===== src/rtl/demux16_rr_arbiter.sv =====
// demux16_rr_arbiter
//   Round-robin owner arbiter for a 16-way demux that shares one strobe.
//   One requester owns the strobe per tenure. A tenure lasts at most MAX_HOLD
//   cycles. It also ends early on Release or when the owner drops its request.
//   Ports:
//     clk      - clock, all state updates on the rising edge
//     rst      - synchronous active-low reset
//     Request  - [15:0] per-requester request lines
//     Release  - current owner ends its tenure this cycle
//     Selector - [7:0] owner index for the demux select (0 when idle)
//     Disable  - 1 when nobody owns the strobe
//     Grant    - [15:0] one-hot owner, 0 when idle
//     Busy     - 1 while a tenure is active
module demux16_rr_arbiter #(
  parameter int UUID     = 0,
  parameter     NAME     = "",
  parameter int MAX_HOLD = 4
) (
  input  logic        clk,
  input  logic        rst,
  input  logic [15:0] Request,
  input  logic        Release,
  output logic [7:0]  Selector,
  output logic        Disable,
  output logic [15:0] Grant,
  output logic        Busy
);

  localparam int NUM_LANES = 16;

  typedef enum logic {IDLE = 1'b0, GRANT = 1'b1} state_t;

  // Identification parameters only tag the instance.
  if (UUID < 0 && $bits(NAME) == 0) begin : g_id_tag
  end

  state_t      state, state_n;
  logic [3:0]  ptr, ptr_n;
  logic [3:0]  owner, owner_n;
  logic [7:0]  hcnt, hcnt_n;
  logic [NUM_LANES-1:0] gnt_n;

  // First requester at or after 'start', wrapping mod 16. Bit 4 = found.
  // The loop runs downwards so the closest match is the last one assigned.
  function automatic logic [4:0] arb(input logic [NUM_LANES-1:0] req,
                                     input logic [3:0] start);
    logic [3:0] k;
    arb = '0;
    for (int i = NUM_LANES-1; i >= 0; i--) begin
      k = start + 4'(i);
      if (req[k]) arb = {1'b1, k};
    end
  endfunction

  logic [4:0]  arb_idle, arb_next;
  logic [3:0]  ptr_adv;
  logic        tenure_end;

  always_comb begin
    ptr_adv    = owner + 4'd1;
    tenure_end = Release | ~Request[owner] | (hcnt == 8'(MAX_HOLD - 1));
    arb_idle   = arb(Request, ptr);
    // The departing owner is masked so the others get a turn. A lone
    // requester therefore sees one idle cycle after a MAX_HOLD expiry.
    arb_next   = arb(Request & ~(NUM_LANES'(1) << owner), ptr_adv);

    state_n = state;
    ptr_n   = ptr;
    owner_n = owner;
    hcnt_n  = hcnt;
    case (state)
      IDLE: begin
        if (arb_idle[4]) begin
          state_n = GRANT;
          owner_n = arb_idle[3:0];
          hcnt_n  = '0;
        end
      end
      GRANT: begin
        if (tenure_end) begin
          ptr_n  = ptr_adv;
          hcnt_n = '0;
          if (arb_next[4]) begin
            owner_n = arb_next[3:0];
          end else begin
            state_n = IDLE;
            owner_n = '0;
          end
        end else begin
          hcnt_n = hcnt + 8'd1;
        end
      end
      default: state_n = IDLE;
    endcase
  end

  // Per-lane grant decode of the next owner.
  for (genvar g = 0; g < NUM_LANES; g++) begin : g_lane
    assign gnt_n[g] = (state_n == GRANT) && (owner_n == 4'(g));
  end

  // Outputs are registered from the next-state values, which keeps the
  // one-cycle grant latency with no combinational input-to-output path.
  always_ff @(posedge clk) begin
    if (!rst) begin
      state    <= IDLE;
      ptr      <= '0;
      owner    <= '0;
      hcnt     <= '0;
      Selector <= 8'h00;
      Disable  <= 1'b1;
      Grant    <= '0;
      Busy     <= 1'b0;
    end else begin
      state    <= state_n;
      ptr      <= ptr_n;
      owner    <= owner_n;
      hcnt     <= hcnt_n;
      Selector <= (state_n == GRANT) ? {4'h0, owner_n} : 8'h00;
      Disable  <= (state_n != GRANT);
      Grant    <= gnt_n;
      Busy     <= (state_n == GRANT);
    end
  end

endmodule


===== config.mk =====
export PLATFORM = sky130hd
export DESIGN_NAME = demux16_rr_arbiter
export DESIGN_NICKNAME = d
export VERILOG_FILES = /design/src/rtl/demux16_rr_arbiter.sv
export SDC_FILE = /design/constraint.sdc
export NUM_CORES = 1
export LEC_CHECK = 0
export ABC_AREA = 1
export CAP_MARGIN = 25
export CORE_MARGIN = 2
export CORE_UTILIZATION = 55
export CTS_CLUSTER_DIAMETER = 50
export DETAILED_ROUTE_END_ITERATION = 8
export GPL_ROUTABILITY_DRIVEN = 0
export PLACE_DENSITY = 0.72
export SLEW_MARGIN = 25
export SYNTH_ARGS = -nofsm -noshare
export SYNTH_HDL_FRONTEND = slang
export SYNTH_SLANG_ARGS = --single-unit

===== constraint.sdc =====
create_clock -name clk -period 4.4 [get_ports clk]
set_clock_uncertainty 0.1 [all_clocks]
set_input_delay 0.44 -clock clk [delete_from_list [all_inputs] [get_ports clk]]
set_output_delay 0.44 -clock clk [all_outputs]
set_load 0.01 [all_outputs]

* Word level (Yosys, flattened, before mapping) *
Cells that the tools add are included.

storage, ports and cells
  input bits = 19
  output and inout bits = 26
  latch bits = 0
  bits in writable memories = 0
  logic and storage cells = 226
  memory bits (read-only) = 0
  memories kept = 0
  register bits after elaboration = 42

cells by class
  $lt $le $gt $ge = 33
  reduce and logical (&&, ||, !) cells = 19
  equality and inequality tests = 17
  bitwise logic cells = 7
  mux-type cells = 109
  divide/modulo/power cells = 0
  shifts and indexed selects = 1
  multiply operators = 0
  add/sub/neg operators = 32

operators by type and width
  cell                    count
  $lt A4 B5 Y1 const B    33
  $mux W5                 32
  $bmux W1 S4             33
  $add A4 B4 Y4 const B   16
  $mux W1                 36
  $add A4 B3 Y4 const B   8
  $eq A4 B4 Y1 const B    8
  $add A4 B2 Y4 const B   4
  $and A16 B16 Y16        1
  $eq A4 B3 Y1 const B    4
  $logic_and A1 B1 Y1     16
  $mux W8                 2
  $not A16 Y16            1
  $pmux W8 S2             1
  $shl A1 B4 Y16 const A  1
  $add A4 B1 Y4 const B   3
  $mux W4                 3
  $add A8 B1 Y8 const B   1
  $eq A4 B2 Y1 const B    2
  $eq A8 B2 Y1 const B    1
  $pmux W4 S2             1
  $eq A4 B1 Y1 const B    1
  $logic_not A4 Y1        1
  $reduce_and A2 Y1       2
  4 further kinds         7

* Depth between registers and ports, before layout *
Gate-level depths: netlist (run 1).

  depth after elaboration = 26
  mapped depth = 38
  depth with buffers taken out = 34

* Worst setup path after synthesis (run 1) *
No wires, ideal clock.

  path type = register to register
  from = reg owner[0]
  to = reg Grant[0]
  path slack = 0.683 ns
  data required time = 4.235 ns
  period minus slack after synthesis = 3.717 ns
  setup time = 0.065 ns
  stages on the path, launching flop included = 35
  arrival = 3.552 ns
  path buffers = 5
  cells stage by stage = dfxtp_1 -> buf_6 -> inv_2 -> buf_6 -> buf_2 -> ha_1 -> buf_4 -> inv_1 -> buf_2 -> ha_1 -> inv_1 -> nand2_1 -> nand3_1 -> nand2_1 -> inv_1 -> o21ai_0 -> nand3_1 -> nand2_1 -> nand2_1 -> nand2_1 -> nand2_1 -> nand2_1 -> nand2_1 -> nand2_1 -> nand2_1 -> nand2_1 -> nand2_1 -> nand2_1 -> nand2_1 -> nand2_1 -> nand2_1 -> nand2_2 -> inv_2 -> nand2_1 -> nor2_1

between the ends
  elaborated cells on any way between the ends = 81
  those cells by class = add/sub: 16; shift: 1; mux: 57; bitwise: 5; reduce/logical: 2

RTL lines
  what                           line  text
  from (decl)                    39    logic [3:0] owner, owner_n;
  from (signal assigned)         117   owner <= owner_n;
  $add A4 B1 Y4 *                60    ptr_adv = owner + 4'd1;
  via ptr_adv[0]                 56    logic [3:0] ptr_adv;
  $add A4 B4 Y4                  50    k = start + 4'(i);
  $bmux W1 S4                    51    if (req[k]) arb = {1'b1, k};
  $mux W1 (implied by the code)  51
  $mux W5 (15 in a row)          51
  $mux W5 *                      51
  $mux W4                        83    if (arb_next[4]) begin
  $mux W4                        80    if (tenure_end) begin
  $pmux W4 S2                    71    case (state)
  $logic_not A4 Y1               99    assign gnt_n[g] = (state_n == GRANT) && (owner_n == 4'(g));
  $logic_and A1 B1 Y1 *          99
  to (signal assigned)           121   Grant <= gnt_n;
  to (decl)                      25    output logic [15:0] Grant,

The timed path passes the listed nets; every way through them passes the cells marked *. The select of a mux whose other input is x is not followed.
A chain may end at the register's enable or synchronous reset.

* Worst setup path in the final report (run 1) *
  from = reg owner[1]
  to = reg Grant[14]

between the ends
  elaborated cells on any way between the ends = 81
  those cells by class = add/sub: 16; eq/ne: 1; shift: 1; mux: 57; bitwise: 5; reduce/logical: 1

RTL lines
  what                           line
  $add A4 B1 Y4 *                60
  via ptr_adv[1]                 56
  $add A4 B4 Y4                  50
  $bmux W1 S4                    51
  $mux W1 (implied by the code)  51
  $mux W5 (15 in a row)          51
  $mux W5 *                      51
  $mux W4                        83
  $mux W4                        80
  $pmux W4 S2                    71
  $eq A4 B4 Y1                   99
  $logic_and A1 B1 Y1 *          99

Marked as above.

==> results.json, run 1 <==
{
  "die_y_um": 102.8,
  "hold_violations": 0,
  "dr.pass1.iters": 5,
  "antenna_left": 0,
  "grt_start_max_net_pins": 34,
  "synthCells": 964,
  "max_freq_mhz": 250.8,
  "synthesis.area_mm2": 0.005366,
  "synth_area_leaders": "nand2_1 (24%), nand3_1 (17%), dfxtp_1 (14%)",
  "drtIter0Drc": 505,
  "tightest_slew_ps": 818.8,
  "post_cts_buffers": 0,
  "cts_root_buf": "clkbuf_8",
  "cts_buffer_depth": 2,
  "die_area_mm2": 0.01056,
  "cts_tree": "yes",
  "worst_setup_path_start_kind": "flip-flop",
  "yosysSeqAreaShare": 0.1418,
  "grt_usage": 0.3189,
  "yosysTopAreaCellShare": 0.2448,
  "hpwl_mm": 13.23,
  "area_growth_pct": 10.87,
  "cts_sinks": 38,
  "clk_pin_slew_worst_paths_ps": 80,
  "grt_pass1_vias": 5708,
  "via_per_inst": 5.740,
  "crit_required_ps": 4530,
  "ys_ff_latch": 38,
  "cts-hold-fix-buffers": 0,
  "n_antenna_cell": 0,
  "cts_buffers": 5,
  "setup_viol": 0,
  "drive_gt1_frac": 0.1075,
  "maxCapViolCount": 0,
  "fin_crit_sh": 0.9062,
  "start_util": 0.5567,
  "critical_path_class": "flip-flop to flip-flop",
  "multi_input_area_mm2": 0.004029,
  "yosysWarningCount": 0,
  "grt_setup_unrepaired": "no",
  "tns_ps": 0,
  "num_rows": 36,
  "grt_pass1_wl_mm": 26.80,
  "vias": 6475,
  "cp_data_arrival_time_ps": 4120,
  "h-tree-depth": 2,
  "synthFlopType": "dfxtp_1",
  "avgSynthCellArea_um2": 5.567,
  "drc": 0,
  "max_slew_margin": 0.4534,
  "finalWorstPathRequiredPeriod_ps": 3987,
  "cts_resized": 0,
  "slew_viol_final": 0,
  "synth_top_cell_by_area": "nand2_1",
  "antenna_found_initial": 0,
  "ys_types": 50,
  "synthArstFlopShare": 0,
  "coreArea_mm2": 0.009639,
  "fillers": 985,
  "end_kind": "flip-flop",
  "die_x_um": 102.8,
  "seqCellArea_um2": 760.7,
  "fin_nets": 1032,
  "worstHoldPathType": "flip-flop to flip-flop",
  "grt_overflow_total": 0,
  "wl_per_cell_um": 15.03,
  "routed_wirelength_mm": 16.95,
  "io_pins": 45,
  "clk_latency_ps": 290,
  "synth-edff-count": 0,
  "status": "completed",
  "critPathMaxFanout": 17,
  "io_buffers": 40
}
registers in the layout, summed over array words and instances, names as in the netlist:
signal and flops:
Disable 1, Grant 16, state 1, Selector 4
owner 4, hcnt 8, ptr 4
layer usage:
metal	routed length (um)	GRT usage	up-vias
li1	-	-	3194
met4	335	0.07895	0
met2	7658	0.5279	311
met3	1599	0.03797	34
met1	7356	0.4438	2936
met5	0	0	-
synth_stat cells (all sizes together), types with 2 or more instances:
| cell type | number |
|---|---|
| dfxtp | 38 |
| clkinv | 3 |
| nand2 | 386 |
| inv | 92 |
| nand3 | 185 |
| a21oi | 86 |
| a31oi | 7 |
| nor4 | 6 |
| o21ai | 20 |
| xnor2 | 4 |
| o21a | 2 |
| nor2 | 55 |
| or2 | 2 |
| buf | 31 |
| nand4 | 4 |
| o221ai | 3 |
| ha | 19 |
| xor2 | 11 |
path summary, 6_finish.rpt:
kind	from	to	slack (ps)	cells after the start
setup / recovery	owner[1]$_SDFF_PN0_	Grant[14]$_SDFF_PN0_	410	17
hold / removal	hcnt[1]$_SDFFE_PN0P_	hcnt[1]$_SDFFE_PN0P_	390	2
setup reg to reg	owner[1]$_SDFF_PN0_	Grant[14]$_SDFF_PN0_	410	17
hold reg to reg	hcnt[1]$_SDFFE_PN0P_	hcnt[1]$_SDFFE_PN0P_	390	2
area by class of cell:
| type | instances | share of cell area |
|---|---|---|
| Timing Repair Buffer | 52 | 0.08244 |
| Inverter | 95 | 0.06141 |
| Clock buffer | 5 | 0.01157 |
| Tap cell | 133 | 0.02797 |
| Multi-Input combinational cell | 802 | 0.6772 |
| Clock inverter | 3 | 0.01157 |
| Sequential cell | 38 | 0.1279 |
kinds of logic after synthesis:
kind of cell,synth area share
compound gates,0.1259
xor+xnor,0.04127
fa+ha+maj,0.04430
buf+inv,0.1096
flops,0.1418
other cells,0.0006988
simple gates,0.5365
per-stage QoR:
stage	utilization	instance area (um^2)	hold WS, ps	std cells	setup WS, ps
after detailed placement	0.6029	5812	376.4	1120	509.5
final	0.6172	5949	392.8	1128	412.9
after global routing	0.6172	5949	409.3	1128	17.06
after CTS	0.6172	5949	388.1	1128	497.2
after floorplan	-	5378	353.2	967	683.4
after global placement	0.6029	5812	373.4	1120	625.3
layout by cell type (no fill, tap or decap), types with 3 or more instances in the layout:
cell / instances
o221ai_1: 3
clkdlybuf4s50_1: 40
xor2_2: 5
nand4_1: 4
a21oi_1: 83
conb_1: 4
xor2_1: 5
inv_2: 25
ha_1: 19
inv_1: 64
nand2_2: 25
nand2_4: 9
inv_4: 3
nor4_1: 5
nand3_1: 182
a31oi_1: 7
nor2_1: 52
buf_4: 12
o21ai_1: 10
clkbuf_8: 5
o21ai_0: 9
nand2_1: 350
dfxtp_1: 38
nand3_2: 3
critical path, stage by stage, from the launching register on:
cell and delay [ps]:
dfxtp_1 300, buf_4 160, inv_1 190, ha_1 290, buf_4 220, xnor2_2 560
nand3_1 220, nand3_1 140, nand2_1 100, nand2_1 90, nand2_1 140, nor4_1 400
nand4_1 210, nand2_1 180, a21oi_1 90, a21oi_2 180, nand3_1 180, nor2_1 150
Power of run 1 is not shown: default switching activity piles up to over one toggle a cycle in this logic, so the estimate is an artifact.
==> run 2: changes to the inputs <==
CORE_MARGIN = unset   (was 2)
==> run 2 against run 1 <==
First-iteration DRC count grew 18%. Non-clock buffer count up 2. Global-route usage is 1.4 points higher. Flip-flop and latch count stayed put. Core utilization up 2.0 points. Critical path depth is 2 higher. Cell count down 0.18%. Design area decreased by 0.11%. Via count grew 0.15%. Fmax is 1.8% lower.
==> results.json, run 2 (synthesis gave the netlist of run 1 again) <==
{
  "num_rows": 35,
  "cts_sinks": 38,
  "max_slew_margin": 0.5697,
  "die_area_mm2": 0.01016,
  "n_antenna_cell": 0,
  "clk_latency_ps": 290,
  "finalWorstPathRequiredPeriod_ps": 4060,
  "drc": 0,
  "start_util": 0.5753,
  "clk_pin_slew_worst_paths_ps": 80,
  "grt_pass1_wl_mm": 26.93,
  "final_common_cell": "nand2_1",
  "grt_overflow_total": 0,
  "drive_gt1_frac": 0.1103,
  "largest_reg_flops": 16,
  "regMostFlops": "Grant",
  "die_y_um": 100.8,
  "critPathMaxFanout": 11,
  "worst_setup_path_start_kind": "flip-flop",
  "antenna_found_initial": 0,
  "grt_start_max_net_pins": 34,
  "cts_tree": "yes",
  "io_pins": 45,
  "wl_per_cell_um": 15.08,
  "die_x_um": 100.8,
  "crit_required_ps": 4530,
  "max_freq_mhz": 246.3,
  "maxCapViolCount": 0,
  "cts_buffers": 5,
  "cts_root_buf": "clkbuf_8",
  "status": "completed",
  "ff2ff_path_depth": 19,
  "drtIter0Drc": 596,
  "vias": 6485,
  "cts-hold-fix-buffers": 0,
  "via_per_inst": 5.759,
  "hold_violations": 0,
  "tightest_slew_ps": 643.1,
  "h-tree-depth": 2,
  "routed_wirelength_mm": 16.98,
  "fin_nets": 1034,
  "setup_viol": 0,
  "layout_common_cells": "nand2_1 (350), nand3_1 (182), a21oi_1 (83)",
  "io_buffers": 40,
  "area_growth_pct": 10.75,
  "dr.pass1.iters": 5,
  "min_path_cells": 2,
  "tns_ps": 0,
  "hpwl_mm": 13.19,
  "slew_viol_final": 0,
  "cts_buffer_depth": 2,
  "grt_usage": 0.3334,
  "cp_data_arrival_time_ps": 4190,
  "antenna_left": 0,
  "grt_pass1_vias": 5670,
  "coreArea_mm2": 0.009328,
  "biggestRegsByFlops": "Grant x16, hcnt x8",
  "worstHoldPathType": "flip-flop to flip-flop",
  "end_kind": "flip-flop",
  "fin_crit_sh": 0.9227,
  "critical_path_class": "flip-flop to flip-flop"
}
run 2: worst max-delay path, stage by stage (launching register included):
cell,delay [ps]
dfxtp_1,510
inv_1,200
ha_1,430
inv_1,210
buf_4,230
ha_1,190
a21oi_1,170
xor2_1,240
inv_1,80
nand2_1,90
nand2_1,140
nor4_1,390
nand4_1,200
nand2_1,160
inv_1,70
nand2_1,60
a21oi_1,70
nor2_4,160
nand3_2,140
nor2_1,140
run 2: final timing paths:
path,startpoint,end,slack [ps]
worst max-delay path,owner[1]$_SDFF_PN0_,Grant[1]$_SDFF_PN0_,340
worst min-delay path,hcnt[1]$_SDFFE_PN0P_,hcnt[1]$_SDFFE_PN0P_,390
worst max register to register,owner[1]$_SDFF_PN0_,Grant[1]$_SDFF_PN0_,340
worst min register to register,hcnt[1]$_SDFFE_PN0P_,hcnt[1]$_SDFFE_PN0P_,390
run 2: metrics by stage:
stage	utilization	hold WS (ps)	instance area (um^2)	setup WS, ps	instances
2_1_floorplan	-	353.2	5378	683.4	967
3_3_place_gp	0.6241	371.7	5822	644.3	1118
3_5_place_dp	0.6241	388.0	5822	524.8	1118
4_1_cts	0.6364	399.9	5936	460.4	1126
5_1_grt	0.6372	437.0	5943	-2.987	1126
6_report	0.6372	392.3	5943	340.0	1126
run 2: layout make-up:
type,count,area [um^2]
multi-input combinational,802,4036
sequential,38,760.7
tap,129,161.4
inverter,95,365.4
clock inverter,3,45.04
clock buffer,5,68.82
fill,949,3385
timing repair buffer,54,505.5
run 2: routing by layer:
metal	vias to the layer above	track usage	routed length, um
met2	383	0.5142	7178
li1	3195	-	-
met5	-	0	0
met3	36	0.07698	2002
met4	0	0.08807	354
met1	2871	0.4655	7446
run 2: repair_timing:
item / in CTS / in global routing
resized for setup: 0 / 1
buffers inserted: 0 / 0
endpoints found under the setup margin: 0 / 5
Power of run 2 is left out for the same reason.
==> run 3: changes to the inputs <==
DONT_BUFFER_PORTS = 1   (was unset)
PLACE_DENSITY = 0.66   (was 0.72)
==> run 3 against run 2 <==
Routed wire length is 1.8% higher. Via count is 2.1% lower. Design area is 6.2% lower.
==> results.json, run 3 (synthesis gave the netlist of run 1 again) <==
{
  "fin_crit_sh": 0.9207,
  "die_area_mm2": 0.01016,
  "routed_wirelength_mm": 17.30,
  "r2r_start": "ptr[1]$_SDFFE_PN0P_",
  "met2_length_mm": 7.698,
  "critPathMaxFanout": 11,
  "largest_reg_flops": 16,
  "post_cts_buffers": 0,
  "cp_data_arrival_time_ps": 4190,
  "ff2ff_path_depth": 21,
  "io_buffers": 0,
  "slew_viol_final": 0,
  "max_slew_margin": 0.5056,
  "fin_nets": 996,
  "startpoint": "ptr[1]$_SDFFE_PN0P_",
  "end_kind": "flip-flop",
  "wl_per_cell_um": 15.90,
  "grt_start_max_net_pins": 34,
  "cts_tree": "yes",
  "clk_latency_ps": 300,
  "coreArea_mm2": 0.009328,
  "fin_area_mm2": 0.005574,
  "status": "completed",
  "hpwl_mm": 13.45,
  "drive_gt1_frac": 0.1157,
  "grt_pass1_vias": 5829,
  "start_util": 0.5753,
  "grt_usage": 0.3487,
  "cts_root_buf": "clkbuf_8",
  "critical_path_class": "flip-flop to flip-flop",
  "fillers": 967,
  "io_pins": 45,
  "cts_resized": 0,
  "setup_viol": 0,
  "worstHoldPathType": "input port to flip-flop",
  "final_common_cell": "nand2_1",
  "routed.top_layer": "met4",
  "crit_required_ps": 4540,
  "fin_util": 0.5976,
  "worst_setup_path_start_kind": "flip-flop",
  "tns_ps": 0,
  "hold_violations": 0,
  "die_x_um": 100.8,
  "grt_overflow_total": 0,
  "h-tree-depth": 2,
  "whs_ps": 184.3,
  "maxCapViolCount": 0,
  "cts-hold-fix-buffers": 0,
  "drtIter0Drc": 531,
  "seqCellArea_um2": 760.7,
  "cts_buffer_depth": 2,
  "biggestRegsByFlops": "Grant x16, hcnt x8",
  "dr.pass1.iters": 5,
  "antenna_found_initial": 0,
  "antenna_left": 0,
  "cts_buffers": 5,
  "tightest_slew_ps": 738.0,
  "vias": 6349,
  "grt_setup_unrepaired": "no",
  "layout_common_cells": "nand2_1 (350), nand3_1 (182), a21oi_1 (83)",
  "wl_met3_mm": 1.844,
  "clk_pin_slew_worst_paths_ps": 80,
  "regMostFlops": "Grant",
  "n_antenna_cell": 0,
  "num_rows": 35,
  "min_path_cells": 2,
  "die_y_um": 100.8,
  "placed_area_mm2": 0.005436,
  "multi_input_area_mm2": 0.004029,
  "area_growth_pct": 3.870,
  "worstHoldEndpoint": "ptr[0]$_SDFFE_PN0P_",
  "wl_met1_mm": 7.483,
  "cts_sinks": 38,
  "grt_pass1_wl_mm": 27.93,
  "drc": 0,
  "max_freq_mhz": 246.8,
  "reg2reg_slack_ps": 350,
  "timing.rr.end": "Grant[8]$_SDFF_PN0_",
  "finalWorstPathRequiredPeriod_ps": 4051,
  "via_per_inst": 5.835,
  "hp-start": "rst"
}
run 3: metrics by stage:
step	cells	setup slack (ps)
after detailed placement	1080	522.9
final	1088	348.8
after global placement	1080	643.0
after floorplan	967	683.4
after CTS	1088	492.9
after global routing	1088	75.96
run 3: layer usage:
| metal | track usage | vias up |
|---|---|---|
| met4 | 0.1148 | 0 |
| met1 | 0.4592 | 2869 |
| li1 | - | 3126 |
| met5 | 0 | - |
| met3 | 0.07559 | 24 |
| met2 | 0.5653 | 330 |
run 3: area by class of cell:
type,instances,area share
well taps,129,0.02896
repair buffers,16,0.02155
flip-flops and latches,38,0.1365
clock buffers,5,0.01235
inverters,95,0.06554
multi-input cells,802,0.7228
clock inverters,3,0.01235
run 3: how the worst max path moves through the flow:
stage               cells after the start                   end
detailed placement                     21   Grant[8]$_SDFF_PN0_
CTS                                    21   Grant[8]$_SDFF_PN0_
finish                                 21   Grant[8]$_SDFF_PN0_
global route                           21   Grant[5]$_SDFF_PN0_
floorplan                              34   Grant[0]$_SDFF_PN0_
global placement                       21  Grant[11]$_SDFF_PN0_
run 3: worst max-delay path, cell delays in order, from the launching register on:
cell and delay (ps):
dfxtp_1 530, inv_1 110, ha_1 300, inv_1 370, nand3_1 210, nand3_1 120, o21ai_1 150, nand2_1 140
nand2_1 130, inv_2 110, nand2_1 80, nor3_1 260, nand4_1 290, nor2_4 260, inv_2 80, nand2_2 80
nand2_1 60, nand2_1 150, inv_1 50, nand2_1 130, nand3_2 150, nor2_1 120
Power of run 3 is left out for the same reason.
